[src/rtl/data_mem_ctrl.sv]
// data_mem_ctrl: byte-addressable data memory with req/ready handshake, sub-word access, configurable latency and post-reset clear sweep.
module data_mem_ctrl #(
    parameter int DEPTH   = 64,
    parameter int LATENCY = 0
) (
    input  logic        clk,
    input  logic        rst_n,
    input  logic        req,
    input  logic        we,
    input  logic [1:0]  size,
    input  logic        unsigned_ld,
    input  logic [31:0] Addr,
    input  logic [31:0] WD,
    output logic [31:0] RD,
    output logic        ready,
    output logic        misalign,
    output logic        init_done
);
    localparam int AW = $clog2(DEPTH);
    typedef enum logic [1:0] {INIT, IDLE, BUSY} state_t;
    state_t          state, state_n;
    logic [2:0]      cnt, cnt_n;
    logic [AW-1:0]   init_idx, idx;
    logic [31:0]     mem [DEPTH];
    logic [AW+1:0]   a_q;
    logic [31:0]     wd_q, wlane, word, ld;
    logic [1:0]      size_q;
    logic            we_q, uns_q, init_we, acc, mis;
    logic [3:0]      be;
    logic [7:0]      lb;
    logic [15:0]     lh;
    logic            unused_addr;
    assign unused_addr = ^Addr[31:AW+2];
    assign idx   = a_q[AW+1:2];
    assign mis   = size_q == 2'b11 || (size_q == 2'b01 && a_q[0]) || (size_q == 2'b10 && a_q[1:0] != 2'b00);
    assign be    = size_q == 2'b00 ? 4'b0001 << a_q[1:0] : size_q == 2'b01 ? (a_q[1] ? 4'b1100 : 4'b0011) : 4'b1111;
    assign wlane = size_q == 2'b00 ? {4{wd_q[7:0]}} : size_q == 2'b01 ? {2{wd_q[15:0]}} : wd_q;
    assign word  = mem[idx];
    assign lb    = word[{a_q[1:0], 3'b000} +: 8];
    assign lh    = a_q[1] ? word[31:16] : word[15:0];
    assign ld    = size_q == 2'b00 ? {{24{lb[7] & ~uns_q}}, lb} : size_q == 2'b01 ? {{16{lh[15] & ~uns_q}}, lh} : word;
    always_comb begin
        state_n = state;
        cnt_n   = cnt;
        init_we = 1'b0;
        acc     = 1'b0;
        case (state)
            INIT: begin
                init_we = 1'b1;
                state_n = init_idx == {AW{1'b1}} ? IDLE : INIT;
            end
            IDLE: begin
                state_n = req ? BUSY : IDLE;
                cnt_n   = 3'(LATENCY);
            end
            BUSY: begin
                acc     = cnt == 3'd0;
                cnt_n   = acc ? cnt : cnt - 3'd1;
                state_n = acc ? IDLE : BUSY;
            end
            default: state_n = INIT;
        endcase
    end
    always_ff @(posedge clk or negedge rst_n) begin
        if (!rst_n) begin
            state     <= INIT;
            cnt       <= '0;
            init_idx  <= '0;
            init_done <= 1'b0;
            ready     <= 1'b0;
            misalign  <= 1'b0;
            RD        <= '0;
            a_q       <= '0;
            wd_q      <= '0;
            size_q    <= '0;
            we_q      <= 1'b0;
            uns_q     <= 1'b0;
        end else begin
            state    <= state_n;
            cnt      <= cnt_n;
            ready    <= acc;
            misalign <= acc && mis;
            if (init_we) init_idx <= init_idx + 1'b1;
            if (init_we && init_idx == {AW{1'b1}}) init_done <= 1'b1;
            if (acc && !we_q && !mis) RD <= ld;
            if (state == IDLE && req) begin
                a_q    <= Addr[AW+1:0];
                wd_q   <= WD;
                size_q <= size;
                we_q   <= we;
                uns_q  <= unsigned_ld;
            end
        end
    end
    // Array has no reset; the INIT sweep clears it one word per cycle.
    always_ff @(posedge clk) begin
        if (init_we) mem[init_idx] <= '0;
        else if (acc && we_q && !mis)
            for (int i = 0; i < 4; i++)
                if (be[i]) mem[idx][8*i +: 8] <= wlane[8*i +: 8];
    end
endmodule

[config.mk]
export PLATFORM = sky130hd
export DESIGN_NAME = data_mem_ctrl
export DESIGN_NICKNAME = d
export VERILOG_FILES = /design/src/rtl/data_mem_ctrl.sv
export SDC_FILE = /design/constraint.sdc
export NUM_CORES = 2
export LEC_CHECK = 0
export ABC_AREA = 0
export CORE_MARGIN = 2
export CORE_UTILIZATION = 62
export DETAILED_ROUTE_END_ITERATION = 6
export PLACE_DENSITY = 0.79
export SETUP_SLACK_MARGIN = 0.15
export SLEW_MARGIN = 20
export SYNTH_ARGS = -nofsm -noshare
export SYNTH_HDL_FRONTEND = slang
export SYNTH_SLANG_ARGS = --single-unit
[constraint.sdc]
create_clock -name clk -period 5.4 [get_ports clk]
set_input_delay 0.54 -clock clk [delete_from_list [all_inputs] [get_ports clk]]
set_output_delay 0.54 -clock clk [all_outputs]
set_load 0.02 [all_outputs]
### Word-level counts from Yosys, hierarchy flattened

Memory sizes are Yosys's and may differ from the RTL's.
Cells that the tools add are included.

| storage, ports and cells | value |
|---|---|
| bits of input ports | 71 |
| memories | 1 |
| bits in registers | 90 |
| logic and storage cells | 84 |
| memory bits (writable) | 2048 |

| operators by class | value |
|---|---|
| bitwise operators | 3 |
| $add $sub $neg | 2 |
| multiplexer cells | 37 |
| shifts and indexed selects | 2 |
| reduce and logical (&&, ||, !) cells | 20 |
| equal/unequal tests | 7 |

Memories:

| memory | words | bits a word | read ports | clocked after Yosys merged registers in | wr ports | line | RTL |
|---|---|---|---|---|---|---|---|
| mem | 64 | 32 | 1 | 0 | 1 | 24 | `logic [31:0] mem [DEPTH];` |

Operator list:

| kind | count |
|---|---|
| two-way mux 32 bit | 5 |
| OR reduction 32 bit | 1 |
| variable part select 32 x 6 -> 8 bit | 1 |
| two-way mux 1 bit | 21 |
| two-way mux 16 bit | 1 |
| two-way mux 4 bit | 4 |
| logical AND 1 bit | 9 |
| adder 6 x 1 -> 6 bit, second input constant | 1 |
| equality test 2 bit, second input constant | 3 |
| equality test 6 bit, second input constant | 1 |
| two-way mux 6 bit | 1 |
| one-hot mux 2 bit (3 select lines) | 1 |
| one-hot mux 3 bit (2 select lines) | 1 |
| equality test 2 x 1 -> 1 bit, second input constant | 2 |
| zero test 2 bit | 2 |
| two-way mux 2 bit | 2 |
| nonzero test 2 bit | 2 |
| left shift 1 x 2 -> 4 bit, first input constant | 1 |
| zero test 3 bit | 1 |
| two-way mux 3 bit | 1 |
| subtractor 3 x 1 -> 3 bit, second input constant | 1 |
| AND 1 bit | 2 |
| zero test 1 bit | 2 |
| logical OR 1 bit | 2 |
| other kinds (3) | 3 |

### Depth between registers and ports, before layout

| depth | value |
|---|---|
| word-level depth | 11 |
| gate-level depth with buffers | 15 |
| gate-level depth less buffers | 11 |

### Least setup slack after synthesis

OpenSTA, ideal clock, no wires.

| timing path | value |
|---|---|
| kind | register -> register |
| start point | register cnt[0] |
| end point | memory mem[0][12], data pin |
| path slack | 1.233 ns |
| cell stages (with the launch flop) | 11 |
| period minus slack after synthesis | 4.167 ns |
| arrival time | 3.619 ns |
| data required time | 4.852 ns |
| path through | dfrtp_1 inv_1 ha_1 nand2b_1 or3_1 inv_1 nand3_1 clkbuf_1 buf_2 buf_1 a21oi_1 |

| on the way | value |
|---|---|
| cells in the longest elaborated chain, start to end | 9 |
| elaborated cells between the ends (all ways) | 18 |
| those cells by class | mux (14); reduce/logical (4) |

Ends and longest elaborated chain:

| item | line | RTL |
|---|---|---|
| start, declared | 22 | `logic [2:0] cnt, cnt_n;` |
| start signal, assigned | 80 | `cnt <= cnt_n;` |
| zero test 3 bit (*) | 57 | `acc = cnt == 3'd0;` |
| two-way mux 1 bit (*) | 47 | `case (state)` |
| via acc | 28 | `logic we_q, uns_q, init_we, acc, mis;` |
| logical AND 1 bit (*) (2 in a row) | 98 | `else if (acc && we_q && !mis)` |
| two-way mux 1 bit | 98 |  |
| two-way mux 1 bit | 97 | `if (init_we) mem[init_idx] <= '0;` |
| two-way mux 1 bit (not written as such) | 100 | `if (be[i]) mem[idx][8*i +: 8] <= wlane[8*i +: 8];` |
| OR reduction 32 bit (no line) (*) | n/a |  |
| two-way mux 32 bit (no line) (*) | n/a |  |
| end, declared | 24 |  |

The timed path passes the listed nets; every way through them passes the cells marked *.

### Worst setup path after layout

| timing path | value |
|---|---|
| start point | register size_q[0] |
| end point | memory mem[21][21], enable pin |

| on the way | value |
|---|---|
| cells in the longest elaborated chain, start to end | 11 |
| elaborated cells between the ends (all ways) | 31 |
| those cells by class | eq/ne (3); mux (20); reduce/logical (8) |

Ends and longest elaborated chain:

| item | line | RTL |
|---|---|---|
| start, declared | 27 | `logic [1:0] size_q;` |
| start signal, assigned | 89 | `size_q <= size;` |
| equality test 2 x 1 -> 1 bit | 35, 36 |  |
| logical AND 1 bit | 35 | `assign mis = size_q == 2'b11 \|\| (size_q == 2'b01 && a_q[0]) \|\| (size_q == 2'b10 && a_q[1:0] != 2'b00);` |
| logical OR 1 bit (2 in a row) | 35 |  |
| zero test 1 bit | 98 |  |
| logical AND 1 bit | 98 |  |
| two-way mux 1 bit | 98 |  |
| two-way mux 1 bit | 97 |  |
| two-way mux 1 bit (not written as such) | 100 |  |
| OR reduction 32 bit (no line) | n/a |  |
| two-way mux 6 bit (no line) / two-way mux 4 bit (equally long branches) | n/a |  |

Parallel ways exist; a longest one is shown, timed or not.

==> results_dict.tcl <==
set metrics [dict create \
    status "complete, no violations" \
    highest_layer "met5" \
    drcViolationCount 0 \
    antenna_found_initial 10 \
    critPathLaunchType "register" \
    vias 45200 \
    initial_core_util_pct 62.3 \
    regArea_um2 63800 \
    startpoint "size_q[0]" \
    wl_met1_mm 76.7 \
    io_buffer_count 81 \
    period_share_pct 85.5 \
    netlist_instances 4251 \
    fin_nets 4523 \
    async_flop_share_pct 4.21 \
    coreArea_um2 135000 \
    drtIter0Drc 7406 \
    area_growth_syn_to_layout_pct 12.1 \
    hold_viol 0 \
    cts_resized 0 \
    gp_congestion 0.957 \
    p_sw_share_pct 19.2 \
    cts_sinks 2138 \
    drt-total-wl_mm 221 \
    leakage_nw 24.5 \
    crit_type "register to register" \
    ys_types 65 \
    min_from "WD[5]" \
    clk_latency_ps 840 \
    fillers 7658 \
    yosysWarnings 0 \
    maxCapViolCount 0 \
    routedWlPerCell_um 34.5 \
    seq_area_frac_synth_pct 75.6 \
    gr-total-overflow 0 \
    fin_crit_ps 4610 \
    intPower_mw 25.7 \
    cts-root-buf "clkbuf_16" \
    max_freq_mhz 217 \
    reg2reg_slack_ps 790 \
    drv_slew 0 \
    ant_nets 0 \
    power_mw 31.8 \
    arrival_ps 5060 \
    grt_setup_unrepaired "no" \
    layout_commonest_cell "edfxtp_1" \
    multiInputGateArea_um2 19600 \
    cpMostUsedCell "buf_4" \
    post_synth_instance_area_um2 84300 \
    routed_via_density 7.06 \
    syn_nets 4325 \
    grt_pass1_vias 44800 \
    cts_tree "done" \
    drive_gt1_share_pct 23.2 \
    syn_area_per_cell_um2 19.8 \
    setup_viol 0 \
    cp_cell_sequence "or2_2 -> o21ai_0 -> nand2_1 -> nor2_2 -> buf_4 -> a31oi_4 -> buf_4 -> nor2_1" \
    cp.buffers_inverters 2 \
    numCtsBuffers 198 \
    crit_path_top_delay_cell "nor2_2" \
    cp_max_fo 17 \
    crit_family "simple AND/OR/NAND/NOR gates" \
    post-cts-setup-buffers 0 \
    track_usage_pct 32.1 \
    p_per_area_nw_per_um2 336 \
    min_path_type "input pin to register" \
    dpl.hpwl_mm 136 \
    synth-edff-count 2048 \
    clock_skew_ps 31.3 \
    cts_max_level 4 \
    row_count 135 \
    drt_pass1_iterations 6 \
    finalSetupTns_ps 0 \
    max_stage_delay_ps 830 \
    tightest_slew_ps 1270 \
    path_clk_slew_ps 60 \
    vdd_drop_max_mv 0.309 \
    postCtsHoldBufs 1 \
    power_frac_clock_pct 43.6 \
    slew_headroom_pct 14.6 \
    wl_met2_mm 101 \
    power_frac_comb_pct 0.2 \
    grt_pass1_wl_mm 317 \
    critical_path_required_ps 5850 \
    seqPwrFrac_pct 56.2 \
    wl_met3_mm 31.7 \
    grt_max_degree 124 \
    switchingPower_mw 6.12 \
    ys_ff_latch 2138 \
    ios 106 \
    die_x_um 373 \
    layout_common_cells "2048 x edfxtp_1, 469 x mux4_2, 330 x nor2_1, 226 x mux2i_1, 202 x clkbuf_16" \
    die_area_um2 139000 \
    clockBufferDepth 3 \
    rr_startpoint "size_q[0]" \
    synthFlopType "edfxtp_1" \
    die_h_um 373 \
    crit_path_end_kind "register" \
]
[metrics by stage]
| stage | worst slack (ps) | std cells | area [µm²] | hold WS, ps | util [%] |
|---|---|---|---|---|---|
| 3_5_place_dp | 956 | 6022 | 87900 | 477 | 65.0 |
| 4_1_cts | 948 | 6391 | 94400 | 275 | 69.8 |
| 5_1_grt | 567 | 6398 | 94600 | 301 | 69.9 |
| 3_3_place_gp | 1020 | 6021 | 87900 | 452 | 65.0 |
| 6_report | 785 | 6400 | 94600 | 322 | 69.9 |
| 2_1_floorplan | 1230 | 4251 | 84300 | 244 | - |
[cells by family after synthesis]
group / synth area share, %
fa+ha+maj: 0.0445
mux: 16.0
buf+inv: 1.69
xor+xnor: 0.0519
compound gates: 2.94
flops: 75.6
simple gates: 3.74
[routing by layer]
metal / track usage (%) / vias up
li1: - / 17800
met1: 44.2 / 23100
met2: 48.2 / 3597
met3: 9.80 / 683
met4: 14.1 / 14
met5: 0 / -
[layout make-up]
cell class,instances,share of cell area [%]
clock buffer,247,5.59
tap,1781,2.36
clock inverter,121,1.23
inverter,16,0.0688
antenna,2,0.00529
multi-input combinational,1837,20.7
timing repair buffer,258,2.61
sequential,2138,67.4
[power groups by stage]
stage / Clock [mW] / Combinational (mW) / Sequential, mW
detailed placement: 0 / 0.0541 / 18.2
global route: 14.5 / 0.0599 / 17.9
finish: 13.9 / 0.0558 / 17.9
floorplan: 0 / 0.000363 / 18.2
CTS: 13.9 / 0.0559 / 17.9
global placement: 0 / 0.0545 / 18.2
[path summary, 6_finish.rpt]
kind,cells after the start,endpoint
setup / recovery,8,mem[21][21]
hold / removal,2,wd_q[5]
hold reg to reg,1,init_done
setup reg to reg,8,mem[21][21]
min in group asynchronous,2,wd_q[14]
max in group asynchronous,3,a_q[3]
[registers in the layout, summed over array words and instances, names as in the netlist]
name / cells
we_q: 1
cnt: 3
misalign: 1
RD: 32
mem: 2048
uns_q: 1
ready: 1
init_idx: 6
init_done: 1
wd_q: 32
a_q: 8
size_q: 2
state: 2
[synthesized netlist by cell type (all sizes together) (3+ instances only)]
| library cell | count | area share (%) |
|---|---|---|
| and3 | 5 | 0.037 |
| a22oi | 80 | 0.71 |
| a22o | 15 | 0.16 |
| or3b | 3 | 0.031 |
| nor2 | 352 | 1.6 |
| o221ai | 6 | 0.062 |
| nand4 | 10 | 0.074 |
| nor4b | 4 | 0.042 |
| or2 | 11 | 0.082 |
| clkbuf | 118 | 0.53 |
| nor4 | 4 | 0.030 |
| nor3 | 15 | 0.089 |
| o21ai | 31 | 0.18 |
| and2 | 13 | 0.096 |
| ha | 3 | 0.045 |
| nand3b | 4 | 0.036 |
| o22ai | 38 | 0.30 |
| o31ai | 3 | 0.027 |
| nor2b | 7 | 0.052 |
| dfrtp | 90 | 2.7 |
| nor3b | 4 | 0.036 |
| edfxtp | 2048 | 73 |
| a221oi | 22 | 0.24 |
| a211oi | 4 | 0.036 |
| mux4 | 469 | 13 |
| buf | 142 | 1.1 |
| inv | 12 | 0.053 |
| o21a | 3 | 0.027 |
| o211ai | 5 | 0.045 |
| nand2 | 181 | 0.81 |
| o311ai | 5 | 0.052 |
| xnor2 | 3 | 0.031 |
| a31oi | 18 | 0.13 |
| o22a | 3 | 0.031 |
| clkinv | 4 | 0.018 |
| o32ai | 3 | 0.031 |
| mux2 | 56 | 0.75 |
| nand3 | 75 | 0.45 |
| a21oi | 62 | 0.37 |
| nand2b | 35 | 0.26 |
| or3 | 7 | 0.052 |
| mux2i | 226 | 2.7 |
| a32oi | 38 | 0.39 |
Power figures use the tool's default switching activity.
